## src/rtl/device_event_serialiser_pkg.sv

```systemverilog
// Shared definitions for the active IoT devices monitor path: default device
// count, derived widths and the popcount used by both the serialiser and the monitor bench.
package iot_pkg;

    localparam int N_DEV_DEFAULT = 8;

    function automatic int dev_id_width(input int n);
        return (n > 1) ? $clog2(n) : 1;
    endfunction

    function automatic int cnt_width(input int n);
        return $clog2(n + 1);
    endfunction

    // Wide enough for the largest supported N_DEV (32).
    function automatic int popcount(input logic [31:0] v);
        int c;
        c = 0;
        for (int i = 0; i < 32; i++) begin
            c = c + int'(v[i]);
        end
        return c;
    endfunction

endpackage

```

## src/rtl/device_event_serialiser_rr_arbiter.sv

```systemverilog
// Combinational round-robin arbiter: grants the first requester found scanning
// upward from ptr+1, wrapping modulo N so unused indices are never granted.
module rr_arbiter #(
    parameter int N     = 8,
    parameter int IDX_W = (N > 1) ? $clog2(N) : 1
) (
    input  logic [N-1:0]     req,
    input  logic [IDX_W-1:0] ptr,
    input  logic             en,
    output logic             gnt_valid,
    output logic [IDX_W-1:0] gnt_idx
);

    always_comb begin
        int idx;
        gnt_valid = 1'b0;
        gnt_idx   = '0;
        idx       = 0;
        for (int off = 1; off <= N; off++) begin
            idx = int'(ptr) + off;
            if (idx >= N) begin
                idx = idx - N;
            end
            if (en && !gnt_valid && req[IDX_W'(idx)]) begin
                gnt_valid = 1'b1;
                gnt_idx   = IDX_W'(idx);
            end
        end
    end

endmodule

```

## src/rtl/device_event_serialiser.sv

```systemverilog
// Turns per-device on/off status changes into one change/on_off pulse per cycle
// for the up/down active-device counter, arbitrating simultaneous changes round-robin.
module device_event_serialiser
    import iot_pkg::*;
#(
    parameter int N_DEV    = N_DEV_DEFAULT,
    parameter int DEV_ID_W = dev_id_width(N_DEV),
    parameter int CNT_W    = cnt_width(N_DEV)
) (
    input  logic                clk,
    input  logic                rst,
    input  logic [N_DEV-1:0]    dev_status,
    input  logic                enable,
    output logic                change,
    output logic                on_off,
    output logic [DEV_ID_W-1:0] dev_id,
    output logic [CNT_W-1:0]    pending_cnt
);

    logic [N_DEV-1:0]    sync1_q, sync2_q;
    logic [N_DEV-1:0]    tracked_q, tracked_d;
    logic [DEV_ID_W-1:0] rr_ptr_q, rr_ptr_d;
    logic                change_q, change_d;
    logic                on_off_q, on_off_d;
    logic [DEV_ID_W-1:0] dev_id_q, dev_id_d;
    logic [CNT_W-1:0]    pending_cnt_q, pending_cnt_d;

    logic [N_DEV-1:0]    pending;
    logic                gnt_valid;
    logic [DEV_ID_W-1:0] gnt_idx;

    // A device is pending while its synchronised status differs from what was last reported.
    assign pending = sync2_q ^ tracked_q;

    rr_arbiter #(
        .N     (N_DEV),
        .IDX_W (DEV_ID_W)
    ) u_arb (
        .req       (pending),
        .ptr       (rr_ptr_q),
        .en        (enable),
        .gnt_valid (gnt_valid),
        .gnt_idx   (gnt_idx)
    );

    always_comb begin
        tracked_d     = tracked_q;
        rr_ptr_d      = rr_ptr_q;
        change_d      = 1'b0;
        on_off_d      = on_off_q;
        dev_id_d      = dev_id_q;
        pending_cnt_d = CNT_W'(popcount(32'(pending)));
        if (gnt_valid) begin
            tracked_d[gnt_idx] = sync2_q[gnt_idx];
            rr_ptr_d           = gnt_idx;
            change_d           = 1'b1;
            on_off_d           = sync2_q[gnt_idx];
            dev_id_d           = gnt_idx;
        end
    end

    always_ff @(posedge clk) begin
        if (rst) begin
            sync1_q       <= '0;
            sync2_q       <= '0;
            tracked_q     <= '0;
            rr_ptr_q      <= DEV_ID_W'(N_DEV - 1);
            change_q      <= 1'b0;
            on_off_q      <= 1'b0;
            dev_id_q      <= '0;
            pending_cnt_q <= '0;
        end else begin
            sync1_q       <= dev_status;
            sync2_q       <= sync1_q;
            tracked_q     <= tracked_d;
            rr_ptr_q      <= rr_ptr_d;
            change_q      <= change_d;
            on_off_q      <= on_off_d;
            dev_id_q      <= dev_id_d;
            pending_cnt_q <= pending_cnt_d;
        end
    end

    assign change      = change_q;
    assign on_off      = on_off_q;
    assign dev_id      = dev_id_q;
    assign pending_cnt = pending_cnt_q;

endmodule

```

## config.mk

```make
export PLATFORM = sky130hd
export DESIGN_NAME = device_event_serialiser
export DESIGN_NICKNAME = d
export VERILOG_FILES = /design/src/rtl/device_event_serialiser_pkg.sv /design/src/rtl/device_event_serialiser_rr_arbiter.sv /design/src/rtl/device_event_serialiser.sv
export SDC_FILE = /design/constraint.sdc
export NUM_CORES = 1
export LEC_CHECK = 0
export CAP_MARGIN = 40
export CORE_MARGIN = 1
export CORE_UTILIZATION = 30
export CTS_CLUSTER_SIZE = 28
export DETAILED_ROUTE_END_ITERATION = 16
export HOLD_SLACK_MARGIN = 0.12
export PLACE_DENSITY = 0.43
export SLEW_MARGIN = 15
export SYNTH_ARGS = -nofsm -noshare
export SYNTH_HDL_FRONTEND = slang
export SYNTH_HIERARCHICAL = 1
export SYNTH_SLANG_ARGS = --single-unit
```

## constraint.sdc

```tcl
create_clock -name clk -period 9.3 [get_ports clk]
set_input_delay 1.86 -clock clk [delete_from_list [all_inputs] [get_ports clk]]
set_output_delay 1.86 -clock clk [all_outputs]
set_load 0.05 [all_outputs]
```

-- Word-level counts from Yosys, hierarchy flattened
Cells that the tools add are included.
- flip-flop bits (word level): 36
- bits of input ports: 11
- $add $sub $neg: 23
- magnitude comparators: 18
- muxes and demuxes: 54
- bitwise operators: 1
- reductions and logical operators: 23
- operator list (kind ; number):
    $mux 3 ; 16
    $lt 3x5->1 const B ; 8
    $ge 4x4->1 const B ; 7
    $bmux 1 s3 ; 9
    $mux 1 ; 27
    $sub 3x1->3 const B ; 8
    $add 3x3->4 const B ; 4
    $add 4x1->4 ; 4
    $logic_and 1x1->1 ; 16
    $add 3x2->4 const B ; 2
    $bwmux 8 ; 1
    $xor 8x8->8 ; 1
    $logic_not 1->1 ; 7
    $add 3x4->5 const B ; 1
    $ge 5x4->1 const B ; 1
    $add 3x1->4 ; 1
    $add 3x1->4 const B ; 1
    $lt 3x4->1 const B ; 1
    $add 2x1->3 ; 1
    $demux 1 s3 ; 1
    $ge 3x1->1 const B ; 1
    $add 1x1->2 ; 1

-- Depth between registers and ports, before layout
- word-level depth: 41
- mapped depth: 15
- mapped depth without buffers: 13

-- By module
The synthesis kept the hierarchy.
- modules (own cells, without submodules) (module ; times used ; cells an instance ; area an instance (µm²) ; seq. area each (µm²)):
    device_event_serialiser ; 1 ; 141 ; 1455.1 ; 720.7
    rr_arbiter ; 1 ; 100 ; 959.7 ; 0.0

-- Worst setup path before layout
OpenSTA, ideal clock, no wires.
- path type: input to register
- from: in enable
- to: reg tracked_q[1]
- library setup time: 91 ps
- data arrival time: 3555 ps
- path slack: 5654 ps
- cell stages on the path: 9
- buffers on the path: 2
- path through: buf_4 -> nand2_1 -> nor2_1 -> a2111oi_2 -> a21oi_1 -> buf_6 -> mux2i_1 -> mux4_2 -> a311oi_1
- word-level cells in the longest chain between the ends: 35
- RTL lines (item ; RTL line ; source):
    start, declared ; device_event_serialiser.sv:13 ; input logic enable,
    $logic_and 1x1->1 ; device_event_serialiser_rr_arbiter.sv:24 ; if (en && !gnt_valid && req[IDX_W'(idx)]) begin
    $mux 1 ; device_event_serialiser_rr_arbiter.sv:24 ;
    $logic_not 1->1 ; device_event_serialiser_rr_arbiter.sv:24 ;
    $logic_and 1x1->1 (2 in a row) ; device_event_serialiser_rr_arbiter.sv:24 ;
    $mux 1 ; device_event_serialiser_rr_arbiter.sv:24 ;
    $logic_not 1->1 ; device_event_serialiser_rr_arbiter.sv:24 ;
    $logic_and 1x1->1 (2 in a row) ; device_event_serialiser_rr_arbiter.sv:24 ;
    $mux 1 ; device_event_serialiser_rr_arbiter.sv:24 ;
    (+17 left out) ; -- ;
    $logic_and 1x1->1 (2 in a row) ; device_event_serialiser_rr_arbiter.sv:24 ;
    $mux 3 (*) ; device_event_serialiser_rr_arbiter.sv:24 ;
    net gnt_idx[0] ; device_event_serialiser.sv:30 ; logic [DEV_ID_W-1:0] gnt_idx;
    $lt 3x4->1 (implied by the code) / $ge 3x1->1 (equally long branches) ; device_event_serialiser.sv:54 ; tracked_d[gnt_idx] = sync2_q[gnt_idx];
    $logic_and 1x1->1 (implied by the code) ; device_event_serialiser.sv:54 ;
    $mux 1 (implied by the code) ; device_event_serialiser.sv:54 ;
    $demux 1 s3 ; device_event_serialiser.sv:54 ;
    $bwmux 8 (*) ; device_event_serialiser.sv:54 ;
    end signal, assigned ; device_event_serialiser.sv:75 ; tracked_q <= tracked_d;
    end, declared ; device_event_serialiser.sv:21 ; logic [N_DEV-1:0] tracked_q, tracked_d;
The timed path passes the listed nets; every way through them passes the cells marked *. The select of a mux whose other input is x is not followed.
A chain may end at the register's enable or synchronous reset.

-- Worst setup path in the final report
- from: reg rr_ptr_q[1]
- to: reg tracked_q[5]
- word-level cells in the longest chain between the ends: 41
- RTL lines (item ; RTL line ; source):
    start, declared ; device_event_serialiser.sv:22 ; logic [DEV_ID_W-1:0] rr_ptr_q, rr_ptr_d;
    start signal, assigned ; device_event_serialiser.sv:67 ; rr_ptr_q <= DEV_ID_W'(N_DEV - 1);
    start signal, assigned ; device_event_serialiser.sv:76 ; rr_ptr_q <= rr_ptr_d;
    $add 3x1->4 ; device_event_serialiser_rr_arbiter.sv:20 ; idx = int'(ptr) + off;
    $ge 4x4->1 / $sub 3x1->3 (equally long branches) ; device_event_serialiser_rr_arbiter.sv:21, device_event_serialiser_rr_arbiter.sv:22 ;
    $mux 3 ; device_event_serialiser_rr_arbiter.sv:21 ; if (idx >= N) begin
    $bmux 1 s3 ; device_event_serialiser_rr_arbiter.sv:24 ;
    $mux 1 (implied by the code) (2 in a row) ; device_event_serialiser_rr_arbiter.sv:24 ;
    $logic_and 1x1->1 ; device_event_serialiser_rr_arbiter.sv:24 ;
    $mux 1 ; device_event_serialiser_rr_arbiter.sv:24 ;
    $logic_not 1->1 ; device_event_serialiser_rr_arbiter.sv:24 ;
    (+24 left out) ; -- ;
    $logic_and 1x1->1 (2 in a row) ; device_event_serialiser_rr_arbiter.sv:24 ;
    $mux 3 (*) ; device_event_serialiser_rr_arbiter.sv:24 ;
    net gnt_idx[0] ; device_event_serialiser.sv:30 ;
    $lt 3x4->1 (implied by the code) / $ge 3x1->1 (equally long branches) ; device_event_serialiser.sv:54 ;
    $logic_and 1x1->1 (implied by the code) ; device_event_serialiser.sv:54 ;
    $mux 1 (implied by the code) ; device_event_serialiser.sv:54 ;
    $demux 1 s3 ; device_event_serialiser.sv:54 ;
    $bwmux 8 (*) ; device_event_serialiser.sv:54 ;
Marked as above.

==> impl_metrics.tcl <==
set metrics [dict create \
    status "finished clean" \
    drc 0 \
    placed_area_sq_um 2650 \
    netlist_area_sq_um 2410 \
    die_w_microns 91.7 \
    cts_tree "built" \
    drive_gt1_frac 0.141 \
    root_buffer "clkbuf_8" \
    maxCapViolCount 0 \
    cts-resized-gates 0 \
    portBuffers 19 \
    yosysTopAreaCell "dfxtp_1" \
    dieArea_sq_um 8410 \
    insertion_delay_ns 0.29 \
    fmax_mhz 217 \
    arrival_ns 4.81 \
    hp-class "flip-flop to flip-flop" \
    fp.coreArea_sq_um 7770 \
    synth-edff-count 0 \
    grt-ovfl-total 0 \
    fin_nets 275 \
    clock_sinks 36 \
    synth_flop_cell "dfxtp_1" \
    num_rows 32 \
    grt_max_degree 37 \
    drtIter0Drc 62 \
    fin_crit_sh 0.496 \
    ys_warn_count 6 \
    grt_pass1_wl_microns 8280 \
    report.final.slew_viol_count 0 \
    final_area_sq_um 2740 \
    tightestPinTransition_ns 0.859 \
    ios 20 \
    async_flop_share 0 \
    start_util 0.311 \
    post_drt_via_cell_ratio 4.92 \
    synthToLayoutAreaGrowth_pct 13.4 \
    critPathCaptureType "flip-flop" \
    path_class "flip-flop to flip-flop" \
    ys_seq_elements 36 \
    synth_area_leaders "dfxtp_1, mux4_2, nor2b_1" \
    finalCoreUtilization 0.352 \
    finalSetupViolations 0 \
    synth_top_area_share 0.298 \
    antenna_found_initial 0 \
    final_common_cell "dfxtp_1" \
    path_clk_slew_ns 0.07 \
    avgRoutedWirePerCell_microns 13.8 \
    synth-seq-area-share 0.298 \
    hold_buffers 0 \
    dpl.hpwl_microns 3620 \
    ys_types 53 \
    grt_usage 0.127 \
    cp-start-kind "flip-flop" \
    die_y_microns 91.7 \
    synth.net_count 261 \
    gp_congestion 0.832 \
    wirelength_microns 4930 \
    syn_inst 241 \
    rsz0062_at_grt "false" \
    slew_headroom 0.428 \
    htreeDepth 2 \
    vias 1763 \
    post_cts_buffers 0 \
    skew_ns 0.00847 \
    ant_nets 0 \
    required_ns 9.50 \
    regToRegSetupSlack_ns 4.69 \
    grt_pass1_vias 1657 \
    fin_tns_setup_ns 0 \
    cp_max_fo 11 \
    syn_area_per_cell_sq_um 10.0 \
    dr.pass1.iters 4 \
    fin_crit_ns 4.61 \
    hold_viol 0 \
    antenna-diode-count 0 \
    layout_common_cells "dfxtp_1, nor2b_1, clkdlybuf4s50_1, inv_1, nor2_1" \
    cts_buffers 5 \
    clk_path_buf_depth 2 \
]
==> worst paths after layout <==
path                       startpoint                        end  cells after the start
max reg2reg  rr_ptr_q[1]$_SDFFE_PP1P_  tracked_q[5]$_SDFFE_PP0P_                     11
max          rr_ptr_q[1]$_SDFFE_PP1P_  tracked_q[5]$_SDFFE_PP0P_                     11
min             sync1_q[0]$_SDFF_PP0_      sync2_q[0]$_SDFF_PP0_                      1
min reg2reg     sync1_q[0]$_SDFF_PP0_      sync2_q[0]$_SDFF_PP0_                      1
==> critical path, stage by stage, from the launching register on <==
cell and delay [ns]:
dfxtp_1 0.69, inv_1 0.25, ha_1 0.57, inv_1 0.17, mux4_2 0.46, nand4_4 0.12
and4bb_4 0.38, a2111oi_2 0.07, a21oi_1 0.69, mux2i_1 0.20, mux4_2 0.63, a311oi_1 0.29
==> synthesized netlist by cell type (all sizes together), types with 4 or more instances <==
cell,count
o21ai,8
nor3,5
a31oi,4
mux2,7
dfxtp,36
mux4,10
ha,5
buf,5
mux2i,12
fa,4
and2,4
nor2b,20
a311oi,5
a211oi,5
inv,17
xor2,10
nand2b,4
nor2,16
a21oi,14
clkbuf,10
nand2,10
xnor2,4
==> flip-flops by register name, summed over array words and instances (netlist names) <==
signal and count:
pending_cnt 4, sync2_q 8, sync1_q 8, change 1
dev_id 3, tracked_q 8, rr_ptr_q 3, on_off 1
==> stage by stage <==
stage / hold WS, ns / setup slack (ns) / std cells
2_1_floorplan: 0.414 / 5.65 / 241
3_3_place_gp: 0.419 / 4.44 / 349
3_5_place_dp: 0.423 / 4.44 / 350
4_1_cts: 0.439 / 4.72 / 358
5_1_grt: 0.450 / 4.30 / 358
6_report: 0.435 / 4.69 / 358
==> logic make-up after synthesis <==
group / synth area share
and+or+nand+nor: 0.178
AOI/OAI and AO/OA: 0.141
DFF: 0.298
buffers and inverters: 0.0720
muxes: 0.197
xor gates and xnor gates: 0.0539
adders and majority gates: 0.0591
==> metal layers <==
layer / track usage / vias up / part of all wire
met5: 0 / - / 0
met4: 0.0521 / 0 / 0.023
met3: 0.0232 / 9 / 0.046
met2: 0.206 / 54 / 0.46
met1: 0.166 / 814 / 0.47
li1: - / 886 / -
==> cell type report <==
| class | count | area, sq um |
|---|---|---|
| Fill cell | 807 | 5030 |
| Multi-Input combinational cell | 173 | 1520 |
| Sequential cell | 36 | 721 |
| Timing Repair Buffer | 22 | 220 |
| Tap cell | 102 | 128 |
| Clock buffer | 7 | 76.3 |
| Inverter | 17 | 63.8 |
| Clock inverter | 1 | 8.76 |
Power is left out: the tool's default activity adds up to more than one toggle a clock period on the data nets, which glitch-free logic cannot reach.
